$ cat config.mk
export PLATFORM = sky130hd
export DESIGN_NAME = i2c_slave_regif
export DESIGN_NICKNAME = d
export VERILOG_FILES = /design/src/rtl/i2c_pkg.sv /design/src/rtl/i2c_bus_sync.sv /design/src/rtl/i2c_slave_regif.sv
export SDC_FILE = /design/constraint.sdc
export NUM_CORES = 1
export LEC_CHECK = 0
export CAP_MARGIN = 40
export CORE_AREA = 2 2 59 84
export DETAILED_ROUTE_END_ITERATION = 8
export DIE_AREA = 0 0 61 86
export MAX_ROUTING_LAYER = met4
export PLACE_DENSITY = 0.76
export SLEW_MARGIN = 15
export SYNTH_ARGS = -nofsm -noshare
export SYNTH_HDL_FRONTEND = slang
export SYNTH_HIERARCHICAL = 1
export SYNTH_SLANG_ARGS = --single-unit
export TNS_END_PERCENT = 20
$ cat constraint.sdc
create_clock -name i_clk -period 2.2 [get_ports i_clk]
set_clock_uncertainty 0.2 [all_clocks]
set_input_delay 0.22 -clock i_clk [delete_from_list [all_inputs] [get_ports i_clk]]
set_output_delay 0.22 -clock i_clk [all_outputs]
set_load 0.005 [all_outputs]
$ cat src/rtl/i2c_pkg.sv
// Shared I2C definitions: responder FSM states and R/W bit encoding.
package i2c_pkg;

    typedef enum logic [3:0] {
        IDLE,
        ADDR,
        ADDR_ACK,
        REG,
        REG_ACK,
        WDATA,
        WDATA_ACK,
        RDATA,
        MACK
    } i2c_state_t;

    localparam logic I2C_RW_WRITE = 1'b0;
    localparam logic I2C_RW_READ  = 1'b1;

endpackage

$ cat src/rtl/i2c_bus_sync.sv
// Synchronizes SCL/SDA into the clk domain and derives bus events.
// Flops reset to 1 (idle bus) so no event fires right after reset.
module i2c_bus_sync #(
    parameter int SYNC_STAGES = 2
) (
    input  logic i_clk,
    input  logic i_rst,
    input  logic i_scl,
    input  logic i_sda,
    output logic o_scl_rise,
    output logic o_scl_fall,
    output logic o_start_det,
    output logic o_stop_det,
    output logic o_sda_s
);

    logic [SYNC_STAGES-1:0] r_scl_sync;
    logic [SYNC_STAGES-1:0] r_sda_sync;
    logic                   r_scl_prev;
    logic                   r_sda_prev;
    logic                   w_scl_s;
    logic                   w_sda_s;

    assign w_scl_s = r_scl_sync[SYNC_STAGES-1];
    assign w_sda_s = r_sda_sync[SYNC_STAGES-1];

    // Synchronizer chains plus one previous-sample flop per line
    always_ff @(posedge i_clk) begin
        if (i_rst) begin
            r_scl_sync <= '1;
            r_sda_sync <= '1;
            r_scl_prev <= 1'b1;
            r_sda_prev <= 1'b1;
        end else begin
            r_scl_sync <= {r_scl_sync[SYNC_STAGES-2:0], i_scl};
            r_sda_sync <= {r_sda_sync[SYNC_STAGES-2:0], i_sda};
            r_scl_prev <= w_scl_s;
            r_sda_prev <= w_sda_s;
        end
    end

    // START/STOP require SCL high on both samples so they never alias an SCL edge
    assign o_scl_rise  =  w_scl_s & ~r_scl_prev;
    assign o_scl_fall  = ~w_scl_s &  r_scl_prev;
    assign o_start_det =  w_scl_s &  r_scl_prev &  r_sda_prev & ~w_sda_s;
    assign o_stop_det  =  w_scl_s &  r_scl_prev & ~r_sda_prev &  w_sda_s;
    assign o_sda_s     =  w_sda_s;

endmodule

$ cat src/rtl/i2c_slave_regif.sv
// I2C responder bridging bus transfers to an 8-bit register port.
// Write: addr byte, register pointer, data bytes (auto-increment).
// Read: data fetched ahead of the SCL fall that must present bit 7.
module i2c_slave_regif
    import i2c_pkg::*;
#(
    parameter logic [6:0] SLAVE_ADDR  = 7'h68,
    parameter int         SYNC_STAGES = 2
) (
    input  logic       i_clk,
    input  logic       i_rst,
    input  logic       i_scl_in,
    input  logic       i_sda_in,
    output logic       o_sda_oe,
    output logic [7:0] o_reg_addr,
    output logic [7:0] o_reg_wdata,
    output logic       o_reg_we,
    output logic       o_reg_re,
    input  logic [7:0] i_reg_rdata,
    output logic       o_busy
);

    i2c_state_t r_state, w_state_nxt;
    logic [3:0] r_bit_cnt;
    logic [7:0] r_shift, r_reg_addr, r_reg_wdata;
    logic       r_sda_oe, r_reg_we, r_reg_re, r_re_d, r_busy, r_rw, r_first;

    logic w_scl_rise, w_scl_fall, w_start, w_stop, w_sda_s;
    logic w_rx_state, w_shift_rx, w_ack_drive, w_we, w_re, w_addr_inc;
    logic w_bit8, w_addr_match, w_mack_ok;
    logic [7:0] w_byte;

    i2c_bus_sync #(.SYNC_STAGES(SYNC_STAGES)) u_sync (
        .i_clk       (i_clk),
        .i_rst       (i_rst),
        .i_scl       (i_scl_in),
        .i_sda       (i_sda_in),
        .o_scl_rise  (w_scl_rise),
        .o_scl_fall  (w_scl_fall),
        .o_start_det (w_start),
        .o_stop_det  (w_stop),
        .o_sda_s     (w_sda_s)
    );

    // Byte as it stands after shifting in the bit sampled at this SCL rise
    assign w_byte       = {r_shift[6:0], w_sda_s};
    assign w_bit8       = w_scl_rise && (r_bit_cnt == 4'd7);
    assign w_addr_match = (w_byte[7:1] == SLAVE_ADDR);
    assign w_mack_ok    = (r_state == MACK) && w_scl_rise && !w_sda_s;

    // State register
    always_ff @(posedge i_clk) begin
        if (i_rst) r_state <= IDLE;
        else       r_state <= w_state_nxt;
    end

    // Next-state: START/STOP override every state
    always_comb begin
        w_state_nxt = r_state;
        if (w_start)     w_state_nxt = ADDR;
        else if (w_stop) w_state_nxt = IDLE;
        else begin
            unique case (r_state)
                IDLE:      w_state_nxt = IDLE;
                ADDR: begin
                    if (w_bit8 && !w_addr_match)                   w_state_nxt = IDLE;
                    else if (w_scl_fall && r_bit_cnt == 4'd8)      w_state_nxt = ADDR_ACK;
                end
                ADDR_ACK:  if (w_scl_fall) w_state_nxt = (r_rw == I2C_RW_READ) ? RDATA : REG;
                REG:       if (w_scl_fall && r_bit_cnt == 4'd8) w_state_nxt = REG_ACK;
                REG_ACK:   if (w_scl_fall) w_state_nxt = WDATA;
                WDATA:     if (w_scl_fall && r_bit_cnt == 4'd8) w_state_nxt = WDATA_ACK;
                WDATA_ACK: if (w_scl_fall) w_state_nxt = WDATA;
                RDATA:     if (w_scl_fall && !r_first && r_bit_cnt == 4'd7) w_state_nxt = MACK;
                MACK:      if (w_scl_rise) w_state_nxt = w_sda_s ? IDLE : RDATA;
                default:   w_state_nxt = IDLE;
            endcase
        end
    end

    // Output decode: strobes and datapath enables for this clk
    always_comb begin
        w_rx_state  = (r_state == ADDR) || (r_state == REG) || (r_state == WDATA);
        w_shift_rx  = w_scl_rise && w_rx_state && (r_bit_cnt < 4'd8);
        w_ack_drive = w_scl_fall && w_rx_state && (r_bit_cnt == 4'd8);
        w_we        = w_bit8 && (r_state == WDATA);
        // Read fetch issued at the address ACK so data is ready for the ACK's falling edge
        w_re        = ((r_state == ADDR) && w_ack_drive && (r_rw == I2C_RW_READ)) || w_mack_ok;
        w_addr_inc  = ((r_state == WDATA_ACK) && w_scl_fall) || w_mack_ok;
    end

    // Datapath and registered outputs
    always_ff @(posedge i_clk) begin
        if (i_rst) begin
            r_bit_cnt   <= '0;
            r_shift     <= '0;
            r_reg_addr  <= '0;
            r_reg_wdata <= '0;
            r_sda_oe    <= 1'b0;
            r_reg_we    <= 1'b0;
            r_reg_re    <= 1'b0;
            r_re_d      <= 1'b0;
            r_busy      <= 1'b0;
            r_rw        <= I2C_RW_WRITE;
            r_first     <= 1'b0;
        end else begin
            r_reg_we <= w_we;
            r_reg_re <= w_re;
            r_re_d   <= r_reg_re;
            if (r_re_d)     r_shift     <= i_reg_rdata;
            if (w_addr_inc) r_reg_addr  <= r_reg_addr + 8'd1;
            if (w_we)       r_reg_wdata <= w_byte;
            if (w_start) begin
                r_bit_cnt <= '0;
                r_sda_oe  <= 1'b0;
                r_first   <= 1'b0;
            end else if (w_stop) begin
                r_bit_cnt <= '0;
                r_sda_oe  <= 1'b0;
                r_busy    <= 1'b0;
                r_first   <= 1'b0;
            end else begin
                if (w_shift_rx) begin
                    r_shift   <= w_byte;
                    r_bit_cnt <= r_bit_cnt + 4'd1;
                end
                if (w_ack_drive) begin
                    r_sda_oe <= 1'b1;
                    if (r_state == ADDR) r_busy <= 1'b1;
                end
                unique case (r_state)
                    ADDR:  if (w_bit8) r_rw <= w_byte[0];
                    REG:   if (w_bit8) r_reg_addr <= w_byte;
                    ADDR_ACK: if (w_scl_fall) begin
                        r_bit_cnt <= '0;
                        r_sda_oe  <= (r_rw == I2C_RW_READ) ? ~r_shift[7] : 1'b0;
                    end
                    REG_ACK, WDATA_ACK: if (w_scl_fall) begin
                        r_bit_cnt <= '0;
                        r_sda_oe  <= 1'b0;
                    end
                    RDATA: if (w_scl_fall) begin
                        if (r_first) begin
                            r_first   <= 1'b0;
                            r_bit_cnt <= '0;
                            r_sda_oe  <= ~r_shift[7];
                        end else if (r_bit_cnt == 4'd7) begin
                            r_sda_oe  <= 1'b0;
                        end else begin
                            r_shift   <= {r_shift[6:0], 1'b0};
                            r_sda_oe  <= ~r_shift[6];
                            r_bit_cnt <= r_bit_cnt + 4'd1;
                        end
                    end
                    MACK:  if (w_mack_ok) r_first <= 1'b1;
                    default: ;
                endcase
            end
        end
    end

    assign o_sda_oe    = r_sda_oe;
    assign o_reg_addr  = r_reg_addr;
    assign o_reg_wdata = r_reg_wdata;
    assign o_reg_we    = r_reg_we;
    assign o_reg_re    = r_reg_re;
    assign o_busy      = r_busy;

endmodule

# Word level (Yosys, flattened, before mapping)
# Index checks and enable logic that the tools add are counted.
[totals]
elab_cells = 141
output_inout_bits = 20
input_bits = 12
ff_bits = 45
[classes]
add_sub_neg = 2
mux = 46
magnitude_cmp = 1
n_eq_ne = 27
n_reduce_logical = 33
bitwise_logic = 15
[ops]
columns = ["operator", "n"]
rows = [
  ["two-way mux 8 bit", 13],
  ["two-way mux 4 bit", 13],
  ["one-hot mux 4 bit (7 select lines)", 1],
  ["== test 4 x 3 -> 1 bit (second input constant)", 5],
  ["inequality test 4 x 2 -> 1 bit (second input constant)", 5],
  ["logical AND 1 bit", 15],
  ["two-way mux 1 bit", 14],
  ["inequality test 2 bit (second input constant)", 7],
  ["AND reduction 7 bit", 2],
  ["adder 8 x 1 -> 8 bit (second input constant)", 1],
  ["== test 4 x 2 -> 1 bit (second input constant)", 2],
  ["== test 4 bit (second input constant)", 2],
  ["inverter 1 bit", 8],
  ["one-hot mux 4 bit (2 select lines)", 1],
  ["bitwise AND 1 bit", 7],
  ["== test 7 bit (second input constant)", 1],
  ["two-way mux 3 bit", 2],
  ["AND reduction 3 bit", 2],
  ["nonzero test 2 bit", 3],
  ["OR reduction 3 bit", 2],
  ["inequality test 5 x 3 -> 1 bit (second input constant)", 1],
  ["adder 4 x 1 -> 4 bit (second input constant)", 1],
  ["== test 4 x 1 -> 1 bit (second input constant)", 1],
  ["logical OR 1 bit", 4],
  ["9 further kinds", 11],
]

# Logic depth before layout (Yosys ltp)
# Gate-level depths: netlist of the first run.
[logic_depth]
word_depth = 12
ltp_mapped = 8
depth_no_buf = 6

# Modules after synthesis
# Netlist of the first run, hierarchy kept.
[modules_own_cells]
columns = ["module", "cells_per_inst", "n_inst", "seq_area_each_um2", "area_per_inst_um2"]
rows = [
  ["i2c_slave_regif", 254, 1, 780.7, 2218.4],
  ["i2c_bus_sync", 16, 1, 120.1, 190.2],
]

# Worst setup path after synthesis of the first run
# OpenSTA, ideal clock, no wires.
[synth_timing]
path_type = "register to register"
from = "reg u_sync.r_scl_prev"
to = "reg r_bit_cnt[1]"
path_slack_ns = 0.183
arrival_time_ns = 1.747
period_less_slack_ns = 2.017
required_time_ns = 1.930
path_stages_with_launch = 6
n_path_buf = 0
setup_ns = 0.070
path_cell_list = "dfxtp_1 -> nor2b_1 -> nand2b_1 -> or4_1 -> a211o_1 -> a21oi_1"
[synth_via]
elab_cells_between_ends = 17
cone_classes = "mux (6); bitwise (8); reduce/logical (3)"
[synth_rtl]
columns = ["item", "line", "source"]
rows = [
  ["start, declared", "i2c_bus_sync.sv:19", "logic r_scl_prev;"],
  ["start signal, assigned", "i2c_bus_sync.sv:37", "r_scl_prev <= w_scl_s;"],
  ["bitwise AND 1 bit (*)", "i2c_bus_sync.sv:44", "assign o_scl_fall = ~w_scl_s & r_scl_prev;"],
  ["via w_scl_fall", "i2c_slave_regif.sv:28", "logic w_scl_rise, w_scl_fall, w_start, w_stop, w_sda_s;"],
  ["two-way mux 4 bit, on equally long branches", "i2c_slave_regif.sv:142, i2c_slave_regif.sv:134, i2c_slave_regif.sv:138", ""],
  ["one-hot mux 4 bit (2 select lines) (*)", "i2c_slave_regif.sv:131", "unique case (r_state)"],
  ["end signal, assigned", "i2c_slave_regif.sv:125", "r_bit_cnt <= r_bit_cnt + 4'd1;"],
  ["end signal, assigned", "i2c_slave_regif.sv:152", "r_bit_cnt <= r_bit_cnt + 4'd1;"],
  ["end, declared", "i2c_slave_regif.sv:24", "logic [3:0] r_bit_cnt;"],
]
# The timed path passes the listed nets; every way through them passes the cells marked *.
# A chain may end at the register's enable or synchronous reset.

# Worst setup path after layout of the first run
[layout_timing]
from = "reg u_sync.r_scl_sync[1]"
to = "reg r_state[0]"
[layout_via]
elab_chain_cells = 7
elab_cells_between_ends = 25
cone_classes = "eq/ne (7); mux (4); bitwise (8); reduce/logical (6)"
[layout_lines]
columns = ["item", "line", "source"]
rows = [
  ["start, declared", "i2c_bus_sync.sv:17", "logic [SYNC_STAGES-1:0] r_scl_sync;"],
  ["start signal, assigned", "i2c_bus_sync.sv:35", "r_scl_sync <= {r_scl_sync[SYNC_STAGES-2:0], i_scl};"],
  ["bitwise AND 1 bit (*)", "i2c_bus_sync.sv:43", "assign o_scl_rise = w_scl_s & ~r_scl_prev;"],
  ["via w_scl_rise", "i2c_slave_regif.sv:28", ""],
  ["logical AND 1 bit", "i2c_slave_regif.sv:47", "assign w_bit8 = w_scl_rise && (r_bit_cnt == 4'd7);"],
  ["logical AND 1 bit", "i2c_slave_regif.sv:66", "if (w_bit8 && !w_addr_match) w_state_nxt = IDLE;"],
  ["two-way mux 4 bit", "i2c_slave_regif.sv:66", ""],
  ["one-hot mux 4 bit (7 select lines)", "i2c_slave_regif.sv:63", "unique case (r_state)"],
  ["two-way mux 1 bit", "i2c_slave_regif.sv:61", "else if (w_stop) w_state_nxt = IDLE;"],
  ["two-way mux 1 bit", "i2c_slave_regif.sv:60", "if (w_start) w_state_nxt = ADDR;"],
  ["end signal, assigned", "i2c_slave_regif.sv:54", "else r_state <= w_state_nxt;"],
  ["end, declared", "i2c_slave_regif.sv:23", "i2c_state_t r_state, w_state_nxt;"],
]
# Marked as above.

==> impl_metrics.sql, run 1 <==
INSERT INTO impl_metrics (metric_group, metric, value, unit) VALUES
('routing', 'detailedRoute.firstIterationViolations', '101', ''),
('yosys', 'synth.cell_area', '0.002409', 'sq mm'),
('sta', 'finalSetupViolCount', '0', ''),
('clock_tree', 'tritoncts.num_buffers', '5', ''),
('yosys', 'synth_top_area_share', '37.40', '%'),
('pwr', 'power_per_cell_area', '607.3', 'mW/mm^2'),
('finish', 'nNetsFinal', '329', ''),
('sta', 'clock.fmax', '480.8', 'MHz'),
('routing', 'avgViaCountPerCell', '5.737', ''),
('yosys', 'post-synth-top-count-cell', 'dfxtp_1', ''),
('floorplan', 'die_h', '86', 'microns'),
('finish', 'instances_no_fill', '377', ''),
('min_path', 'min-delay-path-class', 'reg2reg', ''),
('place', 'io_buffers', '31', ''),
('yosys', 'synth-async-reset-ratio', '0', '%'),
('routing', 'route.detailed.wl_per_inst', '15.61', 'microns'),
('clock_tree', 'cts_tree', 'yes', ''),
('floorplan', 'count_of_boundary_i_o_pins', '32', ''),
('routing', 'dr_total_vias', '2163', ''),
('floorplan', 'core.rowCount', '29', ''),
('clock_tree', 'cts.sinks', '45', ''),
('pwr', 'power.ir.vdd_worst', '0.4508', 'mV'),
('sta', 'worst_slew_pin_tran', '0.5554', 'ns'),
('critical_path', 'timing.critical_path.slowest_cell_delay', '0.46', 'ns'),
('finish', 'layout_area_overhead', '22.70', '%'),
('critical_path', 'worstSetupEndpointType', 'flip-flop', ''),
('floorplan', 'die_width', '61', 'microns'),
('place', 'hpwl', '4.233', 'mm'),
('routing', 'drt_pre_antenna_iters', '4', ''),
('flow_run', 'max-cap-violations', '0', ''),
('clock_tree', 'postCtsResizedCells', '0', ''),
('finish', 'antenna_cells', '0', ''),
('critical_path', 'critical_path_class', 'reg2reg', ''),
('sta', 'drv_slew', '0', ''),
('place', 'place.gp.congestion', '0.9876', ''),
('yosys', 'synth.ff_latch_count', '45', ''),
('yosys', 'netlist.top_cell.by_area', 'dfxtp_1', ''),
('critical_path', 'critical_path_peak_fanout', '6', ''),
('sta', 'hold_violations', '0', ''),
('global_routing', 'grt_util_all_layers', '25.84', '%'),
('critical_path', 'critPathSlowestCell', 'or4b_1', ''),
('yosys', 'yosysWarningCount', '6', ''),
('critical_path', 'crit_path_buf_inv_count', '1', ''),
('yosys', 'synth_compound_gate_area_share', '18.39', '%'),
('clock_tree', 'cts_max_level', '2', ''),
('global_routing', 'number_of_antenna_violations_at_the_first_check_in_global_routing', '0', ''),
('floorplan', 'initial_utilization', '53.97', '%'),
('yosys', 'synth-main-ff-cell', 'dfxtp_1', ''),
('yosys', 'synth_area_per_cell', '8.921', 'sq um'),
('critical_path', 'start_kind', 'flip-flop', ''),
('finish', 'drive_gt1_share', '13.97', '%'),
('finish', 'num-fill-cells', '388', ''),
('global_routing', 'pin_count_of_the_biggest_net_entering_global_routing', '38', ''),
('pwr', 'cellLeakagePower', '0.001139', 'uW'),
('global_routing', 'grt_pass1_vias', '2088', ''),
('routing', 'drt.antenna.violating_nets', '0', ''),
('clock_tree', 'clk_pin_slew_worst_paths', '0.09', 'ns'),
('sta', 'post-route-min-period', '2.080', 'ns'),
('yosys', 'xor_xnor_share_of_the_synthesized_area', '2.545', '%'),
('routing', 'drt_drc_violations_left', '0', ''),
('clock_tree', 'cts_hold_repair.buffers', '0', ''),
('pwr', 'totalPowerFinal', '1795', 'uW'),
('floorplan', 'die-area', '0.005246', 'sq mm'),
('critical_path', 'timing.critical_path.max_delay_family', 'simple AND/OR/NAND/NOR gates', ''),
('critical_path', 'cp_cell_sequence', 'nor2b_2, buf_4, or4b_1, o31a_1, o22ai_2, a2111oi_1, a2111oi_2', ''),
('clock_tree', 'ctsLongestPathBuffers', '2', ''),
('floorplan', 'coreArea', '0.004463', 'sq mm'),
('yosys', 'synth.yosys.seq_area_share', '37.40', '%'),
('run_status', 'run_status', 'finished clean', ''),
('place', 'numPlacedInstances', '369', ''),
('yosys', 'netlist_top_cells_count', 'dfxtp_1, nor2_1, mux2i_1, a211oi_1, nand2_1', '');
-- layer usage --
layer  track usage [%]  wire length [microns]
met1             32.80                   2526
met3             3.922                    206
met5                 -                      0
met2             40.18                   2999
met4             10.87                    152
-- sequential cells by signal, indices dropped and copies added, names as in the netlist --
register           cells
o_busy                 1
o_reg_addr             8
o_reg_re               1
o_reg_wdata            8
o_reg_we               1
o_sda_oe               1
r_bit_cnt              4
r_first                1
r_re_d                 1
r_rw                   1
r_shift                8
r_state                4
u_sync/r_scl_prev      1
u_sync/r_scl_sync      2
u_sync/r_sda_prev      1
u_sync/r_sda_sync      2
-- per-stage QoR --
step	hold WS (ns)	cell area (sq um)	setup WS (ns)	setup TNS (ns)	util [%]
floorplan	0.09977	2409	0.1830	0	-
global placement	0.1858	2858	0.07152	0	64.03
detailed placement	0.1953	2858	0.04849	0	64.03
CTS	0.2158	2948	0.05301	0	66.05
global route	0.2259	2955	-0.02307	-0.02307	66.22
finish	0.2117	2955	0.1202	0	66.22
-- cell usage in the layout, fill, tap and decap left out, types with 3 or more instances in the layout --
master           instances
or3_1                    4
inv_1                    7
nor2_1                  35
a21oi_1                 12
and4b_1                  5
buf_4                   22
nor3_1                   4
nand2_1                 15
a211oi_1                16
or2_1                    6
clkbuf_8                 5
o21ai_0                  9
xnor2_1                  6
mux2i_1                 19
dfxtp_1                 44
a31oi_1                  3
and3_1                   5
nor2b_1                  4
nand3_1                 11
clkdlybuf4s50_1         31
-- path summary, 6_finish.rpt --
path / end / depth (start not counted) / from / slack [ns]
hold reg to reg: u_sync/r_sda_sync[1] / 1 / u_sync/r_sda_sync[0] / 0.21
setup / recovery: r_state[0] / 7 / u_sync/r_scl_sync[1] / 0.12
setup reg to reg: r_state[0] / 7 / u_sync/r_scl_sync[1] / 0.12
hold / removal: u_sync/r_sda_sync[1] / 1 / u_sync/r_sda_sync[0] / 0.21
-- layout make-up --
type                    instances  area, sq um  share of cell area, %
well taps                      62        77.57                  2.625
flip-flops and latches         45        902.1                  30.53
clock inverters                 3        21.27                 0.7197
repair buffers                 53        475.5                  16.09
inverters                       7        26.28                 0.8891
clock buffers                   5        68.82                  2.329
multi-input cells             202         1384                  46.82
-- where the power goes --
group	leakage, uW	switching (uW)	internal, uW
sequential	0.000364	35.9	837
clock	0.0000445	300	226
combinational	0.000730	214	182
-- kinds of logic (layout without fill, tap and decap cells) --
family                     after synthesis  after routing
DFF                                     45             45
and+or+nand+nor                        110            110
buffers and inverters                   23             68
xor gates and xnor gates                 7              7
adders and majority gates                4              4
AOI/OAI and AO/OA                       61             61
muxes                                   20             20
No activity file was read; power rests on OpenSTA's default activity.
==> run 2: changes to the inputs <==
- SETUP_SLACK_MARGIN: default -> 0.05
==> run 2 against run 1 <==
Compared with the run above: non-clock buffer count did not move; sequential power hardly changed; final cell count stayed put; maximum frequency increased by 0.37%; total power rose by 0.43%; global-route usage is the same; via count up 0.28%; critical endpoint unchanged; largest cell class unchanged.
==> impl_metrics.sql, run 2 (synthesis gave the netlist of run 1 again) <==
INSERT INTO impl_metrics (metric_group, metric, value, unit) VALUES
('run_status', 'run_status', 'finished clean', ''),
('pwr', 'cellLeakagePower', '0.001143', 'uW'),
('critical_path', 'timing.reg2reg.worst_path_depth', '7', ''),
('global_routing', 'number_of_antenna_violations_at_the_first_check_in_global_routing', '0', ''),
('clock_tree', 'insertion_delay', '0.30', 'ns'),
('sta', 'final_min_period_over_clock_period', '94.19', '%'),
('pwr', 'power.ir.vdd_worst', '0.4511', 'mV'),
('sta', 'final.setup.worst_slack', '0.1279', 'ns'),
('pwr', 'power_per_cell_area', '604.1', 'mW/mm^2'),
('sta', 'worst_slew_pin_tran', '0.5595', 'ns'),
('sta', 'finalSetupViolCount', '0', ''),
('floorplan', 'initial_utilization', '53.97', '%'),
('critical_path', 'arrival', '2.08', 'ns'),
('floorplan', 'coreArea', '0.004463', 'sq mm'),
('floorplan', 'die_width', '61', 'microns'),
('routing', 'avgViaCountPerCell', '5.753', ''),
('finish', 'antenna_cells', '0', ''),
('sta', 'slew_headroom', '62.70', '%'),
('finish', 'num-fill-cells', '382', ''),
('critical_path', 'regToRegSetupSlack', '0.13', 'ns'),
('clock_tree', 'cts.sinks', '45', ''),
('routing', 'route.detailed.wl_per_inst', '15.73', 'microns'),
('finish', 'postLayoutCellArea', '0.002984', 'sq mm'),
('clock_tree', 'clock_tree_root', 'clkbuf_8', ''),
('routing', 'dr_total_vias', '2169', ''),
('sta', 'rsz0062_at_grt', 'yes', ''),
('critical_path', 'timing.rr.start', 'u_sync/r_scl_sync[1]', ''),
('finish', 'multi_input_area', '0.001413', 'sq mm'),
('place', 'io_buffers', '31', ''),
('routing', 'detailedRoute.firstIterationViolations', '101', ''),
('finish', 'nNetsFinal', '329', ''),
('min_path', 'min-delay-path-class', 'reg2reg', ''),
('sta', 'hold_violations', '0', ''),
('finish', 'commonest_cells_after_routing_fill_and_taps_aside', 'dfxtp_1, nor2_1, clkdlybuf4s50_1', ''),
('routing', 'drt_drc_violations_left', '0', ''),
('clock_tree', 'tritoncts.num_buffers', '5', ''),
('flow_run', 'max-cap-violations', '0', ''),
('finish', 'layout_area_overhead', '23.90', '%'),
('global_routing', 'pin_count_of_the_biggest_net_entering_global_routing', '38', ''),
('place', 'post_dp_cell_area', '0.002858', 'sq mm'),
('routing', 'drt.antenna.violating_nets', '0', ''),
('clock_tree', 'ctsLongestPathBuffers', '2', ''),
('routing', 'drt_pre_antenna_iters', '5', ''),
('place', 'post-place-ws', '0.04849', 'ns'),
('finish', 'drive_gt1_share', '15.24', '%'),
('global_routing', 'grt_remaining_overflow', '0', ''),
('floorplan', 'count_of_boundary_i_o_pins', '32', ''),
('min_path', 'hold-path-cell-count', '1', ''),
('floorplan', 'core.rowCount', '29', ''),
('clock_tree', 'clk_pin_slew_worst_paths', '0.09', 'ns'),
('sta', 'drv_slew', '0', ''),
('clock_tree', 'cts_tree', 'yes', ''),
('min_path', 'whs_endpoint', 'u_sync/r_sda_sync[1]', ''),
('critical_path', 'worstSetupEndpointType', 'flip-flop', ''),
('place', 'hpwl', '4.233', 'mm'),
('clock_tree', 'cts_max_level', '2', ''),
('floorplan', 'die-area', '0.005246', 'sq mm'),
('routing', 'drt-total-wl', '5.930', 'mm'),
('finish', 'register_area', '902.1', 'sq um'),
('global_routing', 'grt_util_all_layers', '25.84', '%'),
('critical_path', 'critical_path_class', 'reg2reg', ''),
('critical_path', 'start_kind', 'flip-flop', ''),
('floorplan', 'die_h', '86', 'microns'),
('critical_path', 'cp.required', '2.21', 'ns'),
('global_routing', 'grt_first_pass_wirelength', '10.14', 'mm'),
('sta', 'post-route-min-period', '2.072', 'ns'),
('global_routing', 'grt_pass1_vias', '2088', ''),
('sta', 'clock.fmax', '482.6', 'MHz'),
('critical_path', 'critical_path_peak_fanout', '6', ''),
('sta', 'hold_slack', '0.2119', 'ns'),
('critical_path', 'reg2reg_to', 'r_state[0]', ''),
('min_path', 'timing.hold.worst.start', 'u_sync/r_sda_sync[0]', ''),
('clock_tree', 'post_cts_buffers', '0', ''),
('finish', 'layout_commonest_cell', 'dfxtp_1', ''),
('place', 'place.gp.congestion', '0.9876', '');
run 2: worst max-delay path by stage:
stage | startpoint | to | slack (ns)
2_1_floorplan | u_sync/r_scl_prev | r_bit_cnt[1] | 0.18
3_3_place_gp | u_sync/r_scl_sync[1] | r_state[0] | 0.07
3_5_place_dp | u_sync/r_scl_sync[1] | r_state[0] | 0.05
4_1_cts | u_sync/r_scl_sync[1] | r_state[0] | 0.05
5_1_grt | u_sync/r_scl_sync[1] | r_state[0] | -0.02
6_report | u_sync/r_scl_sync[1] | r_state[0] | 0.13
run 2: cell type report:
| cell class | instances | share of cell area (%) |
|---|---|---|
| Tap cell | 62 | 2.600 |
| Clock inverter | 3 | 0.7128 |
| Sequential cell | 45 | 30.23 |
| Clock buffer | 5 | 2.306 |
| Timing Repair Buffer | 53 | 15.93 |
| Inverter | 7 | 0.8805 |
| Multi-Input combinational cell | 202 | 47.34 |
run 2: power breakdown:
group	total [uW]	internal [uW]	leakage [uW]	switching, uW
Combinational	402	183	0.000734	219
Clock	527	226	0.0000445	301
Sequential	874	837	0.000364	36.9
Total	1800	1250	0.00114	557
run 2: worst max-delay path, stage by stage (launching register included):
cell	delay, ns
dfxtp_1	0.34
nor2b_2	0.19
buf_4	0.16
or4b_1	0.46
o31a_1	0.12
o22ai_2	0.21
a2111oi_1	0.10
a2111oi_2	0.20
run 2: routing by layer:
| layer | vias up | share of wire, % | track usage, % |
|---|---|---|---|
| li1 | 1072 | - | - |
| met1 | 1023 | 43 | 32.80 |
| met2 | 60 | 51 | 40.18 |
| met3 | 14 | 3.4 | 3.922 |
| met4 | 0 | 2.5 | 10.87 |
| met5 | - | 0 | - |
run 2: stage by stage:
step | TNS [ns] | std cells | total power (uW) | util, %
2_1_floorplan | 0 | 270 | 1156 | -
3_3_place_gp | 0 | 369 | 1278 | 64.03
3_5_place_dp | 0 | 369 | 1279 | 64.03
4_1_cts | 0 | 377 | 1801 | 66.05
5_1_grt | -0.02307 | 377 | 1901 | 66.86
6_report | 0 | 377 | 1803 | 66.86
run 2: timing repair:
action | 4_1_cts | 5_1_grt
hold buffers | 0 | 0
endpoints found under the hold margin | 0 | 0
setup endpoints to repair | 0 | 21
resized for setup | 0 | 10
==> run 3: changes to the inputs <==
- CORE_AREA: 2 2 59 84 -> 2 2 57 81
- DIE_AREA: 0 0 61 86 -> 0 0 59 83
- PLACE_DENSITY: 0.76 -> 0.81
- clock period: 2.2 -> 2.6 ns (I/O delays scaled with it)
==> run 3 against run 2 <==
Compared with the run above: die area is 6.7% lower; sequential power is 14% lower; register-to-register slack better by 0.18 ns; sequential share of layout area is 1.2 points higher; setup slack better by 0.18 ns; flip-flop and latch count stayed put; critical endpoint is now r_shift[6]; largest cell class unchanged; largest power group unchanged.
==> impl_metrics.sql, run 3 (synthesis gave the netlist of run 1 again) <==
INSERT INTO impl_metrics (metric_group, metric, value, unit) VALUES
('routing', 'drt-total-wl', '5.705', 'mm'),
('place', 'hpwl', '4.062', 'mm'),
('floorplan', 'initial_utilization', '58.26', '%'),
('sta', 'hold_violations', '0', ''),
('sta', 'final_min_period_over_clock_period', '88.16', '%'),
('finish', 'layout_commonest_cell', 'dfxtp_1', ''),
('global_routing', 'pin_count_of_the_biggest_net_entering_global_routing', '38', ''),
('floorplan', 'count_of_boundary_i_o_pins', '32', ''),
('clock_tree', 'clock_tree_root', 'clkbuf_8', ''),
('clock_tree', 'cts_tree', 'yes', ''),
('critical_path', 'cp_cell_sequence', 'nand2_1, and4b_1, o21ai_2, nor2_1, a211oi_1', ''),
('pwr', 'power_per_cell_area', '552.2', 'mW/mm^2'),
('routing', 'route.detailed.wl_per_inst', '16.44', 'microns'),
('clock_tree', 'clk_pin_slew_worst_paths', '0.09', 'ns'),
('finish', 'commonest_cells_after_routing_fill_and_taps_aside', 'dfxtp_1, nor2_1, clkdlybuf4s50_1', ''),
('routing', 'drt.antenna.violating_nets', '0', ''),
('clock_tree', 'cts_max_level', '2', ''),
('finish', 'num-fill-cells', '338', ''),
('critical_path', 'critPathSlowestCell', 'dfxtp_1', ''),
('sta', 'slew_headroom', '59.59', '%'),
('floorplan', 'die-area', '0.004897', 'sq mm'),
('flow_run', 'max-cap-violations', '0', ''),
('global_routing', 'grt_first_pass_wirelength', '9.653', 'mm'),
('finish', 'layout_area_overhead', '19.12', '%'),
('clock_tree', 'postCtsResizedCells', '0', ''),
('routing', 'drt_pre_antenna_iters', '4', ''),
('global_routing', 'number_of_antenna_violations_at_the_first_check_in_global_routing', '0', ''),
('sta', 'fin_setup_tns', '0', 'ns'),
('clock_tree', 'insertion_delay', '0.30', 'ns'),
('critical_path', 'critical_path_class', 'reg2reg', ''),
('floorplan', 'core.rowCount', '28', ''),
('critical_path', 'critical_path_peak_fanout', '15', ''),
('finish', 'multi_input_area', '0.001383', 'sq mm'),
('sta', 'final.setup.worst_slack', '0.3079', 'ns'),
('critical_path', 'regToRegSetupSlack', '0.31', 'ns'),
('critical_path', 'timing.reg2reg.worst_path_depth', '5', ''),
('sta', 'clock.fmax', '436.3', 'MHz'),
('run_status', 'run_status', 'finished clean', ''),
('critical_path', 'crit_path_buf_inv_count', '0', ''),
('global_routing', 'grt_util_all_layers', '25.55', '%'),
('critical_path', 'critical_path_depth', '5', ''),
('min_path', 'whs_endpoint', 'u_sync/r_scl_sync[1]', ''),
('routing', 'drt_drc_violations_left', '0', ''),
('routing', 'detailedRoute.firstIterationViolations', '134', ''),
('routing', 'avgViaCountPerCell', '6.159', ''),
('sta', 'post-route-min-period', '2.292', 'ns'),
('global_routing', 'grt_remaining_overflow', '0', ''),
('place', 'numPlacedInstances', '339', ''),
('pwr', 'cellLeakagePower', '0.001095', 'uW'),
('finish', 'nNetsFinal', '316', ''),
('critical_path', 'timing.critical_path.max_delay_family', 'compound AO/OA/AOI/OAI gates', ''),
('floorplan', 'die_h', '83', 'microns'),
('critical_path', 'arrival', '2.30', 'ns'),
('global_routing', 'grt_pass1_vias', '2029', ''),
('floorplan', 'coreArea', '0.004134', 'sq mm'),
('sta', 'finalSetupViolCount', '0', ''),
('routing', 'dr_total_vias', '2137', ''),
('clock_tree', 'ctsLongestPathBuffers', '2', ''),
('pwr', 'power.ir.vdd_worst', '0.5213', 'mV'),
('clock_tree', 'cts_hold_repair.buffers', '0', ''),
('critical_path', 'worstSetupEndpointType', 'flip-flop', ''),
('place', 'post-place-ws', '0.3406', 'ns'),
('critical_path', 'timing.rr.start', 'r_state[2]', ''),
('sta', 'drv_slew', '0', ''),
('clock_tree', 'cts.sinks', '45', ''),
('min_path', 'timing.hold.worst.start', 'u_sync/r_scl_sync[0]', ''),
('place', 'io_buffers', '31', ''),
('floorplan', 'die_width', '59', 'microns'),
('finish', 'register_area', '900.9', 'sq um'),
('critical_path', 'timing.critical_path.slowest_cell_delay', '0.59', 'ns'),
('place', 'place.gp.congestion', '0.9435', ''),
('critical_path', 'cp.required', '2.61', 'ns'),
('sta', 'rsz0062_at_grt', 'no', ''),
('finish', 'antenna_cells', '0', ''),
('critical_path', 'start_kind', 'flip-flop', ''),
('finish', 'instances_no_fill', '347', ''),
('clock_tree', 'post_cts_buffers', '0', ''),
('clock_tree', 'tritoncts.num_buffers', '5', ''),
('finish', 'drive_gt1_share', '9.603', '%'),
('min_path', 'hold-path-cell-count', '1', ''),
('min_path', 'min-delay-path-class', 'reg2reg', ''),
('critical_path', 'reg2reg_to', 'r_shift[6]', ''),
('sta', 'worst_slew_pin_tran', '0.6045', 'ns');
-- run 3: worst max path at each step --
stage,start,endpoint,slack (ns)
after CTS,u_sync/r_sda_sync[1],o_reg_addr[0],0.30
after global routing,r_state[2],r_shift[4],0.13
after detailed placement,u_sync/r_sda_sync[1],o_reg_addr[0],0.34
after floorplan,u_sync/r_scl_prev,r_bit_cnt[1],0.58
after global placement,u_sync/r_sda_sync[1],o_reg_addr[0],0.37
final,r_state[2],r_shift[6],0.31
-- run 3: layer usage --
metal	track usage [%]	share of wire (%)	vias up
met5	-	0	-
met4	10.74	3.1	0
met3	4.673	3.9	17
met2	39.70	50	63
met1	31.99	43	1009
li1	-	-	1048
-- run 3: layout make-up --
type / count / share of cell area [%]
flip-flops and latches: 45 / 31.40
repair buffers: 40 / 13.61
clock inverters: 3 / 1.526
inverters: 7 / 0.9158
well taps: 45 / 1.962
multi-input cells: 202 / 48.19
clock buffers: 5 / 2.399
-- run 3: per-stage QoR --
step / power [uW] / hold WS (ns) / cell area [sq um] / utilization, %
2_1_floorplan: 978.2 / 0.1398 / 2409 / -
6_report: 1584 / 0.2141 / 2869 / 69.40
3_3_place_gp: 1047 / 0.1868 / 2751 / 66.56
5_1_grt: 1644 / 0.2279 / 2869 / 69.40
3_5_place_dp: 1051 / 0.1983 / 2751 / 66.56
4_1_cts: 1582 / 0.2193 / 2864 / 69.28
-- run 3: worst reg2reg max path, cell delays in order (launching register included) --
cell	delay, ns
dfxtp_1	0.59
nand2_1	0.25
and4b_1	0.32
o21ai_2	0.52
nor2_1	0.09
a211oi_1	0.24
-- run 3: power breakdown --
part | leakage (uW) | total [uW] | switching, uW | internal, uW
Clock | 0.0000585 | 544 | 255 | 288
Sequential | 0.000364 | 754 | 46.0 | 708
Combinational | 0.000673 | 286 | 159 | 127
Total | 0.00110 | 1580 | 460 | 1120
